### config.mk
export PLATFORM = sky130hd
export DESIGN_NAME = rom_streamer
export DESIGN_NICKNAME = d
export VERILOG_FILES = /design/src/rtl/rom_streamer_pkg.sv /design/src/rtl/skid_fifo.sv /design/src/rtl/rom_streamer.sv
export SDC_FILE = /design/constraint.sdc
export NUM_CORES = 1
export LEC_CHECK = 0
export ABC_AREA = 1
export CORE_MARGIN = 8
export CORE_UTILIZATION = 35
export CTS_CLUSTER_DIAMETER = 100
export DETAILED_ROUTE_END_ITERATION = 6
export GPL_ROUTABILITY_DRIVEN = 0
export PLACE_DENSITY = 0.55
export SYNTH_ARGS = -nofsm -noshare
export SYNTH_HDL_FRONTEND = slang
export SYNTH_HIERARCHICAL = 1
export SYNTH_SLANG_ARGS = --single-unit
export TNS_END_PERCENT = 20
### constraint.sdc
create_clock -name clk_i -period 3.7 [get_ports clk_i]
set_input_delay 0.555 -clock clk_i [delete_from_list [all_inputs] [get_ports clk_i]]
set_output_delay 0.555 -clock clk_i [all_outputs]
set_load 0.05 [all_outputs]
### src/rtl/rom_streamer_pkg.sv
// ============================================================================
// Module      : rom_streamer_pkg
// Description : Shared FSM state type and FIFO sizing for the ROM streamer.
// Revision    : 1.0 - initial release
// ============================================================================
`default_nettype none

package rom_streamer_pkg;

    typedef enum logic [1:0] {
        ST_IDLE  = 2'd0,
        ST_RUN   = 2'd1,
        ST_DRAIN = 2'd2
    } state_e;

    localparam int FIFO_DEPTH = 2;
    localparam int FIFO_CNT_W = $clog2(FIFO_DEPTH + 1);
    localparam int FIFO_PTR_W = $clog2(FIFO_DEPTH);

endpackage

`default_nettype wire

### src/rtl/skid_fifo.sv
// ============================================================================
// Module      : skid_fifo
// Description : Small register FIFO absorbing ROM read data under backpressure.
// Revision    : 1.0 - initial release
// ============================================================================
`default_nettype none

module skid_fifo
    import rom_streamer_pkg::*;
#(
    parameter int DATA_WIDTH = 8
) (
    input  logic                  clk_i,
    input  logic                  rst_i,
    input  logic                  wr_en_i,
    input  logic [DATA_WIDTH-1:0] wr_data_i,
    input  logic                  rd_en_i,
    output logic [DATA_WIDTH-1:0] rd_data_o,
    output logic                  empty_o,
    output logic [FIFO_CNT_W-1:0] count_o
);

    logic [DATA_WIDTH-1:0] mem_q [FIFO_DEPTH];
    logic [FIFO_PTR_W-1:0] wr_ptr_q;
    logic [FIFO_PTR_W-1:0] rd_ptr_q;
    logic [FIFO_CNT_W-1:0] count_q;
    logic                  w_rd;

    // Never pop an empty FIFO, so the count cannot underflow.
    assign w_rd = rd_en_i && (count_q != '0);

    always_ff @(posedge clk_i) begin
        if (rst_i) begin
            for (int i = 0; i < FIFO_DEPTH; i++) begin
                mem_q[i] <= '0;
            end
            wr_ptr_q <= '0;
            rd_ptr_q <= '0;
            count_q  <= '0;
        end else begin
            if (wr_en_i) begin
                mem_q[wr_ptr_q] <= wr_data_i;
                wr_ptr_q        <= wr_ptr_q + FIFO_PTR_W'(1);
            end
            if (w_rd) begin
                rd_ptr_q <= rd_ptr_q + FIFO_PTR_W'(1);
            end
            count_q <= count_q + FIFO_CNT_W'(wr_en_i) - FIFO_CNT_W'(w_rd);
        end
    end

    assign rd_data_o = mem_q[rd_ptr_q];
    assign empty_o   = (count_q == '0);
    assign count_o   = count_q;

endmodule

`default_nettype wire

### src/rtl/rom_streamer.sv
// ============================================================================
// Module      : rom_streamer
// Description : Bursts consecutive words from a registered ROM onto a stream.
// Revision    : 1.0 - initial release
// ============================================================================
`default_nettype none

module rom_streamer
    import rom_streamer_pkg::*;
#(
    parameter int DATA_WIDTH = 8,
    parameter int ADDR_WIDTH = 8
) (
    input  logic                  clk_i,
    input  logic                  rst_i,
    input  logic                  start_i,
    input  logic [ADDR_WIDTH-1:0] base_addr_i,
    input  logic [ADDR_WIDTH-1:0] len_i,
    output logic [ADDR_WIDTH-1:0] rom_addr_o,
    input  logic [DATA_WIDTH-1:0] rom_data_i,
    output logic [DATA_WIDTH-1:0] m_tdata_o,
    output logic                  m_tvalid_o,
    output logic                  m_tlast_o,
    input  logic                  m_tready_i,
    output logic                  busy_o,
    output logic                  done_o
);

    state_e                state_q,   state_d;
    logic [ADDR_WIDTH-1:0] addr_q,    addr_d;
    logic [ADDR_WIDTH-1:0] len_q,     len_d;
    logic [ADDR_WIDTH-1:0] issued_q,  issued_d;
    logic [ADDR_WIDTH-1:0] out_cnt_q, out_cnt_d;
    logic                  inflight_q;
    logic                  done_q,    done_d;

    logic                  w_issue;
    logic                  w_pop;
    logic                  w_last_pop;
    logic                  w_room;
    logic                  w_tvalid;
    logic                  w_tlast;
    logic [2:0]            w_occ;
    logic [FIFO_CNT_W-1:0] w_fifo_cnt;
    logic [DATA_WIDTH-1:0] w_fifo_data;
    logic                  w_fifo_empty;

    skid_fifo #(
        .DATA_WIDTH (DATA_WIDTH)
    ) u_fifo (
        .clk_i     (clk_i),
        .rst_i     (rst_i),
        .wr_en_i   (inflight_q),
        .wr_data_i (rom_data_i),
        .rd_en_i   (w_pop),
        .rd_data_o (w_fifo_data),
        .empty_o   (w_fifo_empty),
        .count_o   (w_fifo_cnt)
    );

    assign w_tvalid   = !w_fifo_empty;
    assign w_pop      = w_tvalid && m_tready_i;
    assign w_tlast    = w_tvalid && (out_cnt_q == len_q);
    assign w_last_pop = w_pop && w_tlast;

    // Credit check: a pop this cycle frees a slot the new read can land in.
    assign w_occ  = 3'(w_fifo_cnt) + 3'(inflight_q);
    assign w_room = (w_occ < (3'(FIFO_DEPTH) + 3'(w_pop)));

    always_comb begin
        state_d   = state_q;
        addr_d    = addr_q;
        len_d     = len_q;
        issued_d  = issued_q;
        out_cnt_d = out_cnt_q;
        done_d    = 1'b0;
        w_issue   = 1'b0;

        case (state_q)
            ST_IDLE: begin
                if (start_i) begin
                    state_d   = ST_RUN;
                    addr_d    = base_addr_i;
                    len_d     = len_i;
                    issued_d  = '0;
                    out_cnt_d = '0;
                end
            end
            ST_RUN: begin
                if (w_room) begin
                    w_issue  = 1'b1;
                    addr_d   = addr_q + ADDR_WIDTH'(1);
                    issued_d = issued_q + ADDR_WIDTH'(1);
                    if (issued_q == len_q) begin
                        state_d = ST_DRAIN;
                    end
                end
            end
            ST_DRAIN: begin
                state_d = ST_DRAIN;
            end
            default: begin
                state_d = ST_IDLE;
            end
        endcase

        if (state_q != ST_IDLE) begin
            if (w_pop) begin
                out_cnt_d = out_cnt_q + ADDR_WIDTH'(1);
            end
            if (w_last_pop) begin
                state_d = ST_IDLE;
                done_d  = 1'b1;
            end
        end
    end

    always_ff @(posedge clk_i) begin
        if (rst_i) begin
            state_q    <= ST_IDLE;
            addr_q     <= '0;
            len_q      <= '0;
            issued_q   <= '0;
            out_cnt_q  <= '0;
            inflight_q <= 1'b0;
            done_q     <= 1'b0;
        end else begin
            state_q    <= state_d;
            addr_q     <= addr_d;
            len_q      <= len_d;
            issued_q   <= issued_d;
            out_cnt_q  <= out_cnt_d;
            inflight_q <= w_issue;
            done_q     <= done_d;
        end
    end

    assign rom_addr_o = addr_q;
    assign m_tdata_o  = w_fifo_data;
    assign m_tvalid_o = w_tvalid;
    assign m_tlast_o  = w_tlast;
    assign busy_o     = (state_q != ST_IDLE);
    assign done_o     = done_q;

endmodule

`default_nettype wire

==> metrics.md <==
| Metric | Value |
|---|---|
| Status | complete, no violations |
| Total gr overflow | 0 |
| Post-synthesis async set-or-reset flop share | 0 |
| Worst R2R Start | u_fifo/count_o[1]$_SDFF_PP0_ |
| Ys Warns | 6 |
| Worst hold start | state_q[0]$_SDFF_PP0_ |
| Tot GR Track Use | 0.122 |
| Fmax | ~370 MHz |
| Cts bufs inserted | 9 |
| Unique masters post-synth | 36 |
| Clk buf depth | 2 |
| Final setup TNS | 0 ns |
| Initial DRC count | 118 |
| Drt wl/cell | 12.4 µm |
| Die width | 109 µm |
| Least-Margin Pin Slew | 0.628 ns |
| Setup violators final | 0 |
| Post-Route WL | 6770 µm |
| Maxcap violations | 0 |
| Worst-Skew Late Latency | 0.33 ns |
| Fillers | roughly 890 |
| Hold Crit Class | flip-flop to flip-flop |
| Reg-to-Reg End | u_fifo/count_o[1]$_SDFF_PP0_ |
| Post-Syn Instances | around 380 |
| CTS tree | built |
| Die area | about 0.012 mm² |
| Startpoint Class | flip-flop |
| First-pass GRT wire length | 11500 µm |
| Vias | 2556 |
| Area Growth Syn to Fin | 24.3% |
| Reg-to-reg slack, setup | 1.87 ns |
| Hold EP | state_q[1]$_SDFF_PP0_ |
| Fin util | 0.441 |
| Leakage | about 1.6 nW |
| CP max FO | 5 |
| Mapped Avg Cell Area | between 7 and 8 µm² |
| Htree depth | 3 |
| Vias in the first global route | 2443 |
| Setup repair bufs after CTS | 0 |
| Die height | 109 µm |
| Core Region | approximately 0.0086 mm² |
| Crit path time final | 2.69 ns |
| Root buf cell | clkbuf_8 |
| Post-synth top flop | dfxtp_1 |
| # nets final | 469 |
| ANT cells | 0 |
| Period Utilization, post-route | 0.726 |
| Cts hold-fix bufs | 0 |
| Clock transition at the registers of the reported paths | 0.07 ns |
| Vias per cell | 4.67 |
| Setup WS post-layout | 1.01 ns |
| Seq/Total Area, Yosys | 0.427 |
| Post-DP HPWL | 5100 µm |
| Post-route ant nets | 0 |
| Critical Path RT | between 3 and 4 ns |
| Area occupied by multi-input gates | 0.00148 mm² |
| CP arrival | 2.13 ns |
| Initial antenna violation count | 0 |
| Ports | 48 |
| Pin count of the biggest net entering global routing | 24 |
| Share of cells above drive strength 1 | 0.121 |
| Hold depth | 1 |
| Max-slew violations | 0 |
| Crit path kind | flip-flop to primary output |
| CTS Sinks | 57 |
| Flops & latches, synth | 57 |
| Initial core utilization | 0.355 |
| Hold Fails Final Rpt | 0 |
| Largest area contributor in the netlist | dfxtp_1 |
| Worst hold slack | 0.492 ns |
| Worst Reg2Reg Path Length in Cells | 11 |
| FF+latch area | roughly 0.0013 mm² |
| Input/output buffers | 47 |
| DRC | 0 |
| Slew headroom | 0.581 |
| Unrepaired setup endpoints after global routing | no |
| Largest cells by area after synthesis | dfxtp_1, edfxtp_1, nor2_1 |
| Row count | 34 |
| Total iterations of the first detailed-routing run | 4 |
| Netlist Area Pre-Place | slightly above 0.003 mm² |
| Pwr Density | 476 mW/mm² |
| Synth top cells by count | nor2_1, nand2_1, inv_1, dfxtp_1, a21oi_1 |
| Number of synthesized flops with an enable pin | 16 |
| Post-cts sizing count | 0 |
| VDD IR-drop max | between 0.2 and 0.25 mV |
| Clock Skew | between 0.005 and 0.006 ns |
| Share of the synthesized area in the top cell type | 0.269 |
| Most common cell in the netlist | nor2_1 |
| Critical path endpoint category | primary output |
| Pre-CTS WS | 1.19 ns |
| Syn nets | 419 |
placed cells by master (no fill, tap or decap), types with 4 or more instances in the layout:
| cell type | n |
|---|---|
| a21oi_1 | 22 |
| a21oi_2 | 5 |
| clkbuf_8 | 9 |
| clkdlybuf4s50_1 | 47 |
| clkinv_2 | 5 |
| dfxtp_1 | 41 |
| edfxtp_1 | 16 |
| ha_1 | 7 |
| inv_1 | 46 |
| inv_2 | 4 |
| mux2_4 | 8 |
| nand2_1 | 63 |
| nand2_2 | 5 |
| nand3_1 | 19 |
| nand4_1 | 8 |
| nor2_1 | 66 |
| nor2_2 | 5 |
| o21ai_0 | 18 |
| o21ai_1 | 10 |
| xnor2_1 | 10 |
layout make-up:
| type | count | share of cell area |
|---|---|---|
| Clock inverter | 7 | 0.0225 |
| Multi-Input combinational cell | 268 | 0.390 |
| Tap cell | 108 | 0.0357 |
| Timing Repair Buffer | 48 | 0.126 |
| Clock buffer | 9 | 0.0327 |
| Sequential cell | 57 | 0.343 |
| Inverter | 50 | 0.0495 |
state kept, by name (all words and copies together), names as in the netlist, named ones only:
| name | flops |
|---|---|
| u_fifo/wr_ptr_q | 1 |
| out_cnt_q | 8 |
| u_fifo/mem_q | 16 |
| done_o | 1 |
| issued_q | 8 |
| len_q | 8 |
| state_q | 2 |
| rom_addr_o | 8 |
| u_fifo/rd_ptr_q | 1 |
| u_fifo/count_o | 2 |
| inflight_q | 1 |
metrics by stage:
step                total power (W)  cell area (µm²)  std cells
floorplan                   0.00109             3050        384
global placement            0.00120             3580        531
detailed placement          0.00121             3580        531
CTS                         0.00183             3790        547
global route                0.00191             3790        547
finish                      0.00180             3790        547
per-layer routing:
metal | part of all wire | wire length [µm] | track usage | up-vias
met5 | 0 | 0 | 0 | -
met4 | 0.016 | 110 | 0.0521 | 0
met3 | 0.055 | 373 | 0.0322 | 11
met2 | 0.49 | 3300 | 0.205 | 55
met1 | 0.44 | 2980 | 0.143 | 1144
li1 | - | - | - | 1346
cell families (layout without fill, tap and decap cells):
logic type | after synthesis | count (layout) | synth area share
xor gates and xnor gates | 13 | 13 | 0.0374
buffers and inverters | 59 | 114 | 0.0883
and+or+nand+nor | 177 | 177 | 0.260
adders and majority gates | 7 | 7 | 0.0287
AOI/OAI and AO/OA | 63 | 63 | 0.119
DFF | 57 | 57 | 0.427
muxes | 8 | 8 | 0.0394
critical path, cell delays in order, from the launching register on:
cell,delay [ns]
dfxtp_1,0.39
inv_1,0.07
nand2_1,0.09
nand4_1,0.10
nor2_1,0.12
nand4_1,0.11
nor2_1,0.11
clkdlybuf4s50_1,0.81
worst max-delay path by stage:
stage | from | to | cells past startpoint
floorplan | out_cnt_q[5]$_SDFF_PP0_ | m_tlast_o | 6
global placement | rst_i | out_cnt_q[5]$_SDFF_PP0_ | 7
detailed placement | rst_i | out_cnt_q[5]$_SDFF_PP0_ | 7
CTS | out_cnt_q[5]$_SDFF_PP0_ | m_tlast_o | 7
global route | out_cnt_q[5]$_SDFF_PP0_ | m_tlast_o | 7
finish | out_cnt_q[5]$_SDFF_PP0_ | m_tlast_o | 7
report_power, final:
group | internal [W] | switching, W | leakage [nW]
Combinational | 0.000162 | 0.000283 | 0.949
Sequential | 0.000691 | 0.0000506 | 0.501
Clock | 0.000373 | 0.000242 | 0.113
Power figures use the tool's default switching activity.
